`src/rtl/hazard_ctrl.sv`:
```
// hazard_ctrl: forwarding selects, stall/flush strobes and multicycle Execute sequencing.
// Defining HAZ_PERF_EN adds saturating load-stall, multicycle-stall and flush counters.
module hazard_ctrl #(
   parameter int MC_LAT = 4,
   parameter int CNT_W  = 16
) (
   input  logic             clk,
   input  logic             reset,
   input  logic [3:0]       Ra1D,
   input  logic [3:0]       Ra2D,
   input  logic [3:0]       Ra1E,
   input  logic [3:0]       Ra2E,
   input  logic [3:0]       WA3E,
   input  logic [3:0]       WA3M,
   input  logic [3:0]       WA3W,
   input  logic             RegWriteM,
   input  logic             RegWriteW,
   input  logic             MemtoRegE,
   input  logic             PCSrcD,
   input  logic             PCSrcE,
   input  logic             PCSrcM,
   input  logic             PCSrcW,
   input  logic             BranchTakenE,
   input  logic             MultiCycleE,
   output logic [1:0]       ForwardAE,
   output logic [1:0]       ForwardBE,
   output logic             StallF,
   output logic             StallD,
   output logic             StallE,
   output logic             FlushD,
   output logic             FlushE,
   output logic             FlushM,
   output logic             McBusy
`ifdef HAZ_PERF_EN
   ,
   output logic [CNT_W-1:0] LdrStallCnt,
   output logic [CNT_W-1:0] McStallCnt,
   output logic [CNT_W-1:0] FlushCnt
`endif
);
   typedef enum logic [1:0] {IDLE, BUSY, DONE} state_t;
   localparam bit         MC_EN = MC_LAT > 1;
   localparam logic [3:0] LOAD  = 4'(MC_LAT > 1 ? MC_LAT - 2 : 0);
   state_t     state, state_nxt;
   logic [3:0] cnt, cnt_nxt;
   logic       ldr_stall, pc_pend, mc_stall;
   // M stage result is newer than W, so it wins; R15 is the PC and never forwarded
   assign ForwardAE = (RegWriteM && WA3M == Ra1E && Ra1E != 4'd15) ? 2'b10 :
                      (RegWriteW && WA3W == Ra1E && Ra1E != 4'd15) ? 2'b01 : 2'b00;
   assign ForwardBE = (RegWriteM && WA3M == Ra2E && Ra2E != 4'd15) ? 2'b10 :
                      (RegWriteW && WA3W == Ra2E && Ra2E != 4'd15) ? 2'b01 : 2'b00;
   assign ldr_stall = MemtoRegE && (WA3E == Ra1D || WA3E == Ra2D);
   assign pc_pend   = PCSrcD || PCSrcE || PCSrcM;
   always_comb begin
      state_nxt = state;
      cnt_nxt   = cnt;
      mc_stall  = 1'b0;
      case (state)
         IDLE: if (MultiCycleE && MC_EN) begin
            mc_stall  = 1'b1;
            cnt_nxt   = LOAD;
            state_nxt = (MC_LAT == 2) ? DONE : BUSY;
         end
         BUSY: begin
            mc_stall  = 1'b1;
            cnt_nxt   = cnt - 4'd1;
            state_nxt = (cnt == 4'd1) ? DONE : BUSY;
         end
         DONE:    state_nxt = IDLE;
         default: state_nxt = IDLE;
      endcase
   end
   always_ff @(posedge clk or negedge reset)
      if (!reset) begin
         state <= IDLE;
         cnt   <= 4'd0;
      end else begin
         state <= state_nxt;
         cnt   <= cnt_nxt;
      end
   // a frozen E/D cannot be flushed, so load-use and branch flushes wait for DONE
   assign StallF = ldr_stall || pc_pend || mc_stall;
   assign StallD = ldr_stall || mc_stall;
   assign StallE = mc_stall;
   assign FlushD = (pc_pend || PCSrcW) && !mc_stall;
   assign FlushE = (ldr_stall || BranchTakenE) && !mc_stall;
   assign FlushM = mc_stall;
   assign McBusy = state != IDLE;
`ifdef HAZ_PERF_EN
   always_ff @(posedge clk or negedge reset)
      if (!reset) begin
         LdrStallCnt <= '0;
         McStallCnt  <= '0;
         FlushCnt    <= '0;
      end else begin
         if (ldr_stall && !mc_stall && !(&LdrStallCnt)) LdrStallCnt <= LdrStallCnt + CNT_W'(1);
         if (mc_stall && !(&McStallCnt)) McStallCnt <= McStallCnt + CNT_W'(1);
         if ((FlushD || FlushE) && !(&FlushCnt)) FlushCnt <= FlushCnt + CNT_W'(1);
      end
`endif
endmodule

```
`config.mk`:
```
export PLATFORM = sky130hd
export DESIGN_NAME = hazard_ctrl
export DESIGN_NICKNAME = d
export VERILOG_FILES = /design/src/rtl/hazard_ctrl.sv
export SDC_FILE = /design/constraint.sdc
export NUM_CORES = 1
export LEC_CHECK = 0
export BUFFER_PORTS_ARGS = -buffer_cell sky130_fd_sc_hd__buf_2
export CORE_UTILIZATION = 40
export CTS_BUF_LIST = sky130_fd_sc_hd__clkbuf_4 sky130_fd_sc_hd__clkbuf_8
export DETAILED_ROUTE_END_ITERATION = 10
export PLACE_DENSITY = 0.88
export REMOVE_ABC_BUFFERS = 1
export SLEW_MARGIN = 20
export SYNTH_ARGS = -nofsm -noshare
export SYNTH_HDL_FRONTEND = slang
export SYNTH_SLANG_ARGS = --single-unit
```
`constraint.sdc`:
```
create_clock -name clk -period 1.38 [get_ports clk]
set_input_delay 0 -clock clk [delete_from_list [all_inputs] [get_ports clk]]
set_output_delay 0 -clock clk [all_outputs]
set_load 0.02 [all_outputs]
```
Word-level counts from Yosys, hierarchy flattened:

Index checks and enable logic that the tools add are counted.
W data, S select, Z words.

* add/sub/neg operators: 1
* eq/ne operators: 11
* muxes and demuxes: 11
* reduce and logical (&&, ||, !) cells: 24

Operator list (number)
* $eq A4 B4 Y1: 6
* $logic_and A1 B1 Y1: 11
* $logic_or A1 B1 Y1: 8
* $mux W2: 4
* $ne A4 B4 Y1 const B: 2
* $pmux W4 S2: 1
* $eq A4 B1 Y1 const B: 1
* $mux W4: 1
* $pmux W2 S2: 1
* $reduce_bool A2 Y1: 2
* $sub A4 B1 Y4 const B: 1
* $mux W1: 3
* $eq A2 B1 Y1 const B: 1
* $logic_not A2 Y1: 1
* $ne A2 B2 Y1 const B: 1
* $pmux W1 S2: 1
* $reduce_and A2 Y1: 1
* $logic_not A1 Y1: 1

* register bits: 6
* output and inout bits: 11
* logic and storage cells: 49

Depth between registers and ports, before layout:

Gate-level depths: netlist (run 1).

* word-level depth: 5
* gate-level depth with buffers: 5
* depth with buffers taken out: 5

Worst setup path before layout (run 1):

OpenSTA, ideal clock, no wires.

* path kind: register to output
* start: register state[0]
* end: output port FlushD
* data arrival time: 1.218 ns
* required time: 1.380 ns
* setup slack: 0.162 ns
* cell stages (with the launch flop): 4
* path buffers: 0
* cell sequence: dfrtp_1 > o21ai_2 > inv_1 > a21oi_1

* cells in the longest elaborated chain, start to end: 4
* elaborated cells on any way between the ends: 5

RTL lines
* start: declaration: line 44 `state_t state, state_nxt;`
* start signal: assignment: line 78 `state <= state_nxt;`
* $eq A2 B1 Y1 or $logic_not A2 Y1 (tied branches): line 58 `case (state)`
* $pmux W1 S2 *: line 58
* net FlushM: line 32 `output logic FlushM,`
* $logic_not A1 Y1 *: line 85 `assign FlushD = (pc_pend || PCSrcW) && !mc_stall;`
* $logic_and A1 B1 Y1 *: line 85
* end: declaration: line 30 `output logic FlushD,`

Mark *: on every way through the listed nets, which the timed path passes. The rest lies on a longest branch.

Worst setup path in the final report (run 1):

* start: register state[0]
* end: output port McBusy

* cells in the longest elaborated chain, start to end: 1

RTL lines
* $reduce_bool A2 Y1: line 88 `assign McBusy = state != IDLE;`
* end: declaration: line 33 `output logic McBusy`

No other way between the ends.

==> metrics.md, run 1 <==
| Metric | Value |
|---|---|
| Fmax | `approximately 800 MHz` |
| I/O pins | `50` |
| Library cells used by synthesis | `28` |
| Drt via density | `5.06` |
| Max_slew headroom | `between 70% and 80%` |
| Core ar. | `about 1500 um^2` |
| Multi-input logic area | `around 470 um^2` |
| FF/Latch Area | `~150 um^2` |
| Final Max Slew Viols | `0` |
| Gr usage total | `22.0%` |
| TritonRoute pass-1 iters | `4` |
| Clk pwr share | `a little over an eighth` |
| Layout cells sized above 1 | `47.0%` |
| Ratio of final minimum period to clock period | `roughly 92%` |
| Fill cell count | `140` |
| Area Growth Syn to Fin | `48.9%` |
| Placed Instances | `approximately 140` |
| CP endpoint kind | `primary output` |
| Max-cap violations | `0` |
| Comb power frac | `approximately three fifths` |
| Die W | `42.1 um` |
| RSZ-0062 raised after global routing | `false` |
| R2R cell count | `3` |
| Clock Tree Root | `clkbuf_4` |
| CP arrival | `1270 ps` |
| Post-DRT Antenna Nets | `0` |
| Layout Skew | `roughly 5.6 ps` |
| Worst-skew pair later-pin latency | `roughly 250 ps` |
| Post-layout min period | `around 1300 ps` |
| Power, Total | `roughly 0.0012 W` |
| Mapped cell area | `between 600 and 700 um^2` |
| Num rows | `14` |
| First-pass GRT wire length | `3.00 mm` |
| Seq pwr share | `27.2%` |
| Full die area | `1780 um^2` |
| Post-synthesis sequential area ratio | `23.3%` |
| Final Setup Violations | `0` |
| Cell taking the most area after synthesis | `dfrtp_1` |
| CTS tree | `built` |
| Port bufs | `slightly below 50` |
| Seq cells post-synth | `6` |
| Final nets | `175` |
| Drc violations | `0` |
| Switch Pwr | `0.000519 W` |
| Pwr per Cell Area | `~1300 nW/um^2` |
| Worst Path Required | `about 1400 ps` |
| DIE HEIGHT | `roughly 42 um` |
| Yosys warning count | `0` |
| Antenna Cells | `0` |
| TritonCTS Buffers | `3` |
| Leakage Power | `0.484 nW` |
| Max VDD drop | `between 500 and 600 uV` |
| Wire per inst | `11.6 um` |
| Total routed wirelength | `1.72 mm` |
| Number of global-route vias before repair | `770` |
| DP HPWL | `between 1 and 1.5 mm` |
| Sw Share | `approximately 43%` |
| Worst-path clk slew | `50 ps` |
| Initial Util | `a little over two fifths` |
| Startpoint Class | `flip-flop` |
| Status | `finished clean` |
| Final Instance Count excl. Fillers | `about 150` |
| Total number of vias | `about 750` |
| Initial DRC count | `6` |
| Largest net degree at the start of global routing | `7` |
| Crit Path Class | `reg2out` |
| GRT overflow | `0` |
| Worst Path Max Fanout | `6` |
| Share of the synthesized area in the top cell type | `approximately a quarter` |
| Worst slew pin tran | `about 340 ps` |
| Cell count after synthesis | `~80` |
| Hold Vio Cnt, Final | `0` |
| Internal power | `between 0.0006 and 0.0007 W` |
| Final setup TNS | `0 ps` |
| Initial antenna violation count | `0` |
| H-tree levels | `1` |
| Routability cong. | `0.885` |
| Reg-to-reg slack, setup | `130 ps` |
| HP Class | `in2async` |
| Avg Synthesized Cell Area | `between 8 and 9 um^2` |
| Synth top area cells | `dfrtp_1 23%, xnor2_1 16%, xor2_1 11%` |
| CTS Buffer Depth | `2` |
| CTS sink cnt | `6` |
[logic make-up after synthesis]
group           after synthesis  share of synthesized area [%]
buf+inv                       7                           4.66
compound gates               13                           15.7
fa+ha+maj                     2                           3.88
flops                         6                           23.3
xor+xnor                     20                           27.2
simple gates                 29                           23.7
mux                           1                           1.55
[routing by layer]
layer  wire [um]  up-vias  global-route usage, %
met5           0        -                      0
met4          12        0                   11.3
met3          77        2                   5.17
met2         938       26                   40.9
met1         687      339                   22.5
li1            -      382                      -
[repair_timing]
| item | in CTS | in global routing |
|---|---|---|
| setup buffers | 0 | 1 |
| hold endpoints to repair | 6 | 0 |
| cloned | 0 | 0 |
| hold buffers | 1 | 0 |
| setup endpoints to repair | 1 | 2 |
| pin swaps | 0 | 1 |
| resized for setup | 1 | 3 |
[cells in the final DEF, fill, tap and decap left out, drive strengths merged, types with 2 or more instances in the layout]
| master | instances |
|---|---|
| a21oi | 3 |
| a22o | 2 |
| buf | 51 |
| clkbuf | 3 |
| dfrtp | 6 |
| ha | 2 |
| inv | 6 |
| nand2 | 4 |
| nand3 | 6 |
| nand4 | 4 |
| nor2 | 4 |
| nor3 | 3 |
| nor4 | 2 |
| o21ai | 3 |
| or2 | 2 |
| xnor2 | 12 |
| xor2 | 8 |
[flip-flops by register name, indices dropped and copies added (netlist names)]
| signal | count |
|---|---|
| cnt | 4 |
| state | 2 |
[cell type report]
type	count	area share [%]
multi-input cells	65	49.2
repair buffers	52	28.4
clock buffers	3	2.35
inverters	6	2.35
well taps	16	2.09
flip-flops and latches	6	15.6
[synth_stat cells (all sizes together)]
| master | n |
|---|---|
| dfrtp | 6 |
| a211oi | 1 |
| a21oi | 3 |
| a31oi | 1 |
| or2 | 2 |
| nor2b | 1 |
| or3 | 1 |
| nand4 | 4 |
| xnor2 | 12 |
| a2111oi | 1 |
| a22o | 2 |
| mux2i | 1 |
| ha | 2 |
| buf | 1 |
| nor3 | 3 |
| nand2 | 4 |
| and2b | 1 |
| nor2 | 4 |
| nor4 | 2 |
| a21o | 1 |
| inv | 6 |
| and2 | 1 |
| a32oi | 1 |
| xor2 | 8 |
| nand3 | 6 |
| o21ai | 3 |
[through the flow]
step	hold WS, ps	setup WS (ps)	util (%)	area (um^2)
6_report	119	113	63.7	960
4_1_cts	99.0	49.3	63.0	950
3_3_place_gp	-174	164	60.4	910
3_5_place_dp	-175	129	60.4	910
2_1_floorplan	-296	73.7	-	637
5_1_grt	112	7.80	63.7	960
[critical path, stage by stage, from the launching register on]
cell and delay [ps]:
dfrtp_1 410, buf_4 170, or2_2 280, buf_2 160
[worst paths after layout]
| path | start | to |
|---|---|---|
| min reg2reg | cnt[3] | cnt[3] |
| min in group clk | MultiCycleE | cnt[1] |
| min | reset | cnt[3] |
| max reg2reg | cnt[0] | cnt[3] |
| max | state[0] | McBusy |
| max in group asynchronous | reset | cnt[2] |
[power groups by stage]
stage | registers (W) | logic [W] | clock network [W]
final | 0.000326 | 0.000713 | 0.000161
after global routing | 0.000334 | 0.000800 | 0.000177
after CTS | 0.000324 | 0.000700 | 0.000167
after detailed placement | 0.000321 | 0.000686 | 0
after global placement | 0.000315 | 0.000654 | 0
after floorplan | 0.000316 | 0.000443 | 0
(Power assumes the default switching activity.)
==> run 2: changes to the inputs <==
Settings changed: ABC_AREA from default to 1, CORE_UTILIZATION 40 to 43, PLACE_DENSITY 0.88 to 0.89.
==> run 2 against run 1 <==
Against the previous run:
- the run now ends with design-rule violations left
- global-route usage down 0.30 points
- power up 10%
- combinational power up 18%
- highest routed layer unchanged
==> metrics.md, run 2 <==
| Metric | Value |
|---|---|
| Largest family of logic cells by synthesized area | `simple AND/OR/NAND/NOR gates` |
| Layout Skew | `just under 0.5 ps` |
| Synth Flop Type | `dfrtp_1` |
| Initial Util | `a little under half` |
| HP Class | `in2reg` |
| Worst Path Required | `approximately 1400 ps` |
| Top post-synthesis cells by count | `36 x nand2_1, 34 x inv_1, 11 x nor2_1` |
| Avg Synthesized Cell Area | `approximately 5.7 um^2` |
| Gr usage total | `21.7%` |
| Total routed wirelength | `1.93 mm` |
| DIE HEIGHT | `43.8 um` |
| Synth top area cells | `dfrtp_1 20%, nand2_1 18%, inv_1 17%` |
| Status | `finished with violations` |
| Wire per inst | `approximately 9.7 um` |
| Max-cap violations | `0` |
| Initial antenna violation count | `0` |
| Routability cong. | `around 0.76` |
| Leakage Power | `0.664 nW` |
| Area Growth Syn to Fin | `38.9%` |
| Post-layout min period | `1290 ps` |
| Num rows | `14` |
| Proportion of synthesized area in mux cells | `0%` |
| Max reg flops | `4` |
| Post-Synth XOR/XNOR Area | `~8.2%` |
| Largest net degree at the start of global routing | `8` |
| Final setup TNS | `0 ps` |
| CP arrival | `1290 ps` |
| Number of global-route vias before repair | `895` |
| Fmax | `roughly 770 MHz` |
| Adder-Cell Fraction of Synth Area | `3.33%` |
| Worst hold margin | `around 70 ps` |
| Synth Area in Compound Gates | `between 15 and 20%` |
| DP HPWL | `1.58 mm` |
| Drt via density | `about 5.0` |
| CP endpoint kind | `primary output` |
| Count leader, synth | `nand2_1` |
| RSZ-0062 raised after global routing | `false` |
| Final nets | `between 200 and 250` |
| Port bufs | `just under 50` |
| Core ar. | `about 1600 um^2` |
| Clock Tree Root | `clkbuf_4` |
| Max VDD drop | `between 600 and 700 uV` |
| EDFF count, synth | `0` |
| Die W | `between 40 and 50 um` |
| Commonest cells after routing, fill and taps aside | `48 x buf_2, 36 x nand2_1, 33 x inv_1, 11 x nor2_1` |
| H-tree levels | `1` |
| Min-Delay Path Depth | `3` |
| Startpoint Class | `flip-flop` |
| Total number of vias | `987` |
| R2R cell count | `4` |
| CTS sink cnt | `6` |
| Final Setup Violations | `0` |
| Cell count after synthesis | `~130` |
| Post-synthesis sequential area ratio | `approximately 20%` |
| Full die area | `1920 um^2` |
| Crit Path Class | `reg2out` |
| Hold Vio Cnt, Final | `0` |
| Ys async rst share | `100%` |
| Antenna Cells | `0` |
| Worst-skew pair later-pin latency | `240 ps` |
| Share of the synthesized area in the top cell type | `between 10% and 20%` |
| Layout cells sized above 1 | `around 31%` |
| Worst slew pin tran | `241 ps` |
| Cell taking the most area after synthesis | `dfrtp_1` |
| Worst Path Max Fanout | `5` |
| Yosys warning count | `0` |
| First-pass GRT wire length | `between 3 and 4 mm` |
| CTS tree | `built` |
| Max_slew headroom | `a little over four fifths` |
| Simple-Gate Fraction of Synth Area | `roughly 33%` |
| Library cells used by synthesis | `21` |
| Seq cells post-synth | `6` |
| TritonCTS Buffers | `3` |
| Drc violations | `5` |
| Reg with most FFs | `cnt` |
| Worst-path clk slew | `roughly 50 ps` |
| I/O pins | `50` |
| TritonRoute pass-1 iters | `7` |
| GRT overflow | `0` |
| Final Max Slew Viols | `0` |
| Ratio of final minimum period to clock period | `a little over nine tenths` |
| Biggest regs | `cnt x4, state x2` |
| Pwr per Cell Area | `between 1000 and 1500 nW/um^2` |
| CTS Buffer Depth | `2` |
| Failing checks | `design-rule violations` |
| Most common cell after layout, fill and taps aside | `buf_2` |
| Mapped cell area | `752 um^2` |
| Post-DRT Antenna Nets | `0` |
| Initial DRC count | `14` |
-- run 2: cell types whose count changed after synthesis, sizes merged, moves of 3 or more --
cell   delta
o21ai     +3
o22ai     +4
xor2      -5
xnor2     -8
nor2      +8
nand2    +33
a21oi     +5
inv      +28
-- run 2: path summary, 6_finish.rpt --
kind / start / endpoint / slack [ps]
max: state[0] / FlushE / 90
min: MultiCycleE / state[0] / 70
max reg2reg: state[0] / cnt[3] / 330
min reg2reg: cnt[1] / cnt[1] / 500
max in group asynchronous: reset / state[0] / 1130
min in group asynchronous: reset / cnt[0] / 110
-- run 2: timing repair --
item | 4_1_cts | 5_1_grt
setup endpoints to repair | 0 | 3
setup buffers | 0 | 0
hold buffers | 1 | 0
resized for setup | 0 | 2
hold endpoints to repair | 6 | 0
-- run 2: worst max-delay path, cell delays in order, from the launching register on --
cell and delay, ps:
dfrtp_1 370, inv_1 50, nor2_1 50, a21oi_2 210, inv_2 110, a21oi_2 110, buf_4 150
-- run 2: power by group --
part	switching (W)	internal [W]
registers	0.0000531	0.000261
clock network	0.0000678	0.0000987
logic	0.000528	0.000315
-- run 2: logic make-up (layout without fill, tap and decap cells) --
family,Yosys count,count (layout)
AOI/OAI and AO/OA,22,22
xor gates and xnor gates,7,7
adders and majority gates,2,2
buffers and inverters,35,87
DFF,6,6
and+or+nand+nor,59,59
-- run 2: layout make-up --
cell class / count / area, um^2
fill: 136 / 532
multi-input combinational: 90 / 467
timing repair buffer: 50 / 258
sequential: 6 / 150
inverter: 34 / 128
clock buffer: 3 / 22.5
tap: 16 / 20.0
-- run 2: routing by layer --
layer	GRT usage (%)	share of wire, %	wire length, um	vias to the layer above
met2	46.0	53	1020	46
li1	-	-	-	510
met1	19.1	39	747	426
met5	0	0	0	-
met3	2.50	6.9	134	5
met4	10.6	1.6	31	0
-- run 2: metrics by stage --
step / cell area [um^2] / total power (W) / setup WS (ps) / cells / utilization [%]
floorplan: 744 / 0.000875 / 168 / 130 / -
global placement: 1010 / 0.00110 / 378 / 195 / 64.0
detailed placement: 1010 / 0.00113 / 307 / 195 / 64.0
CTS: 1040 / 0.00130 / 44.8 / 199 / 66.1
global route: 1040 / 0.00144 / 0.285 / 199 / 66.3
finish: 1040 / 0.00132 / 86.3 / 199 / 66.3
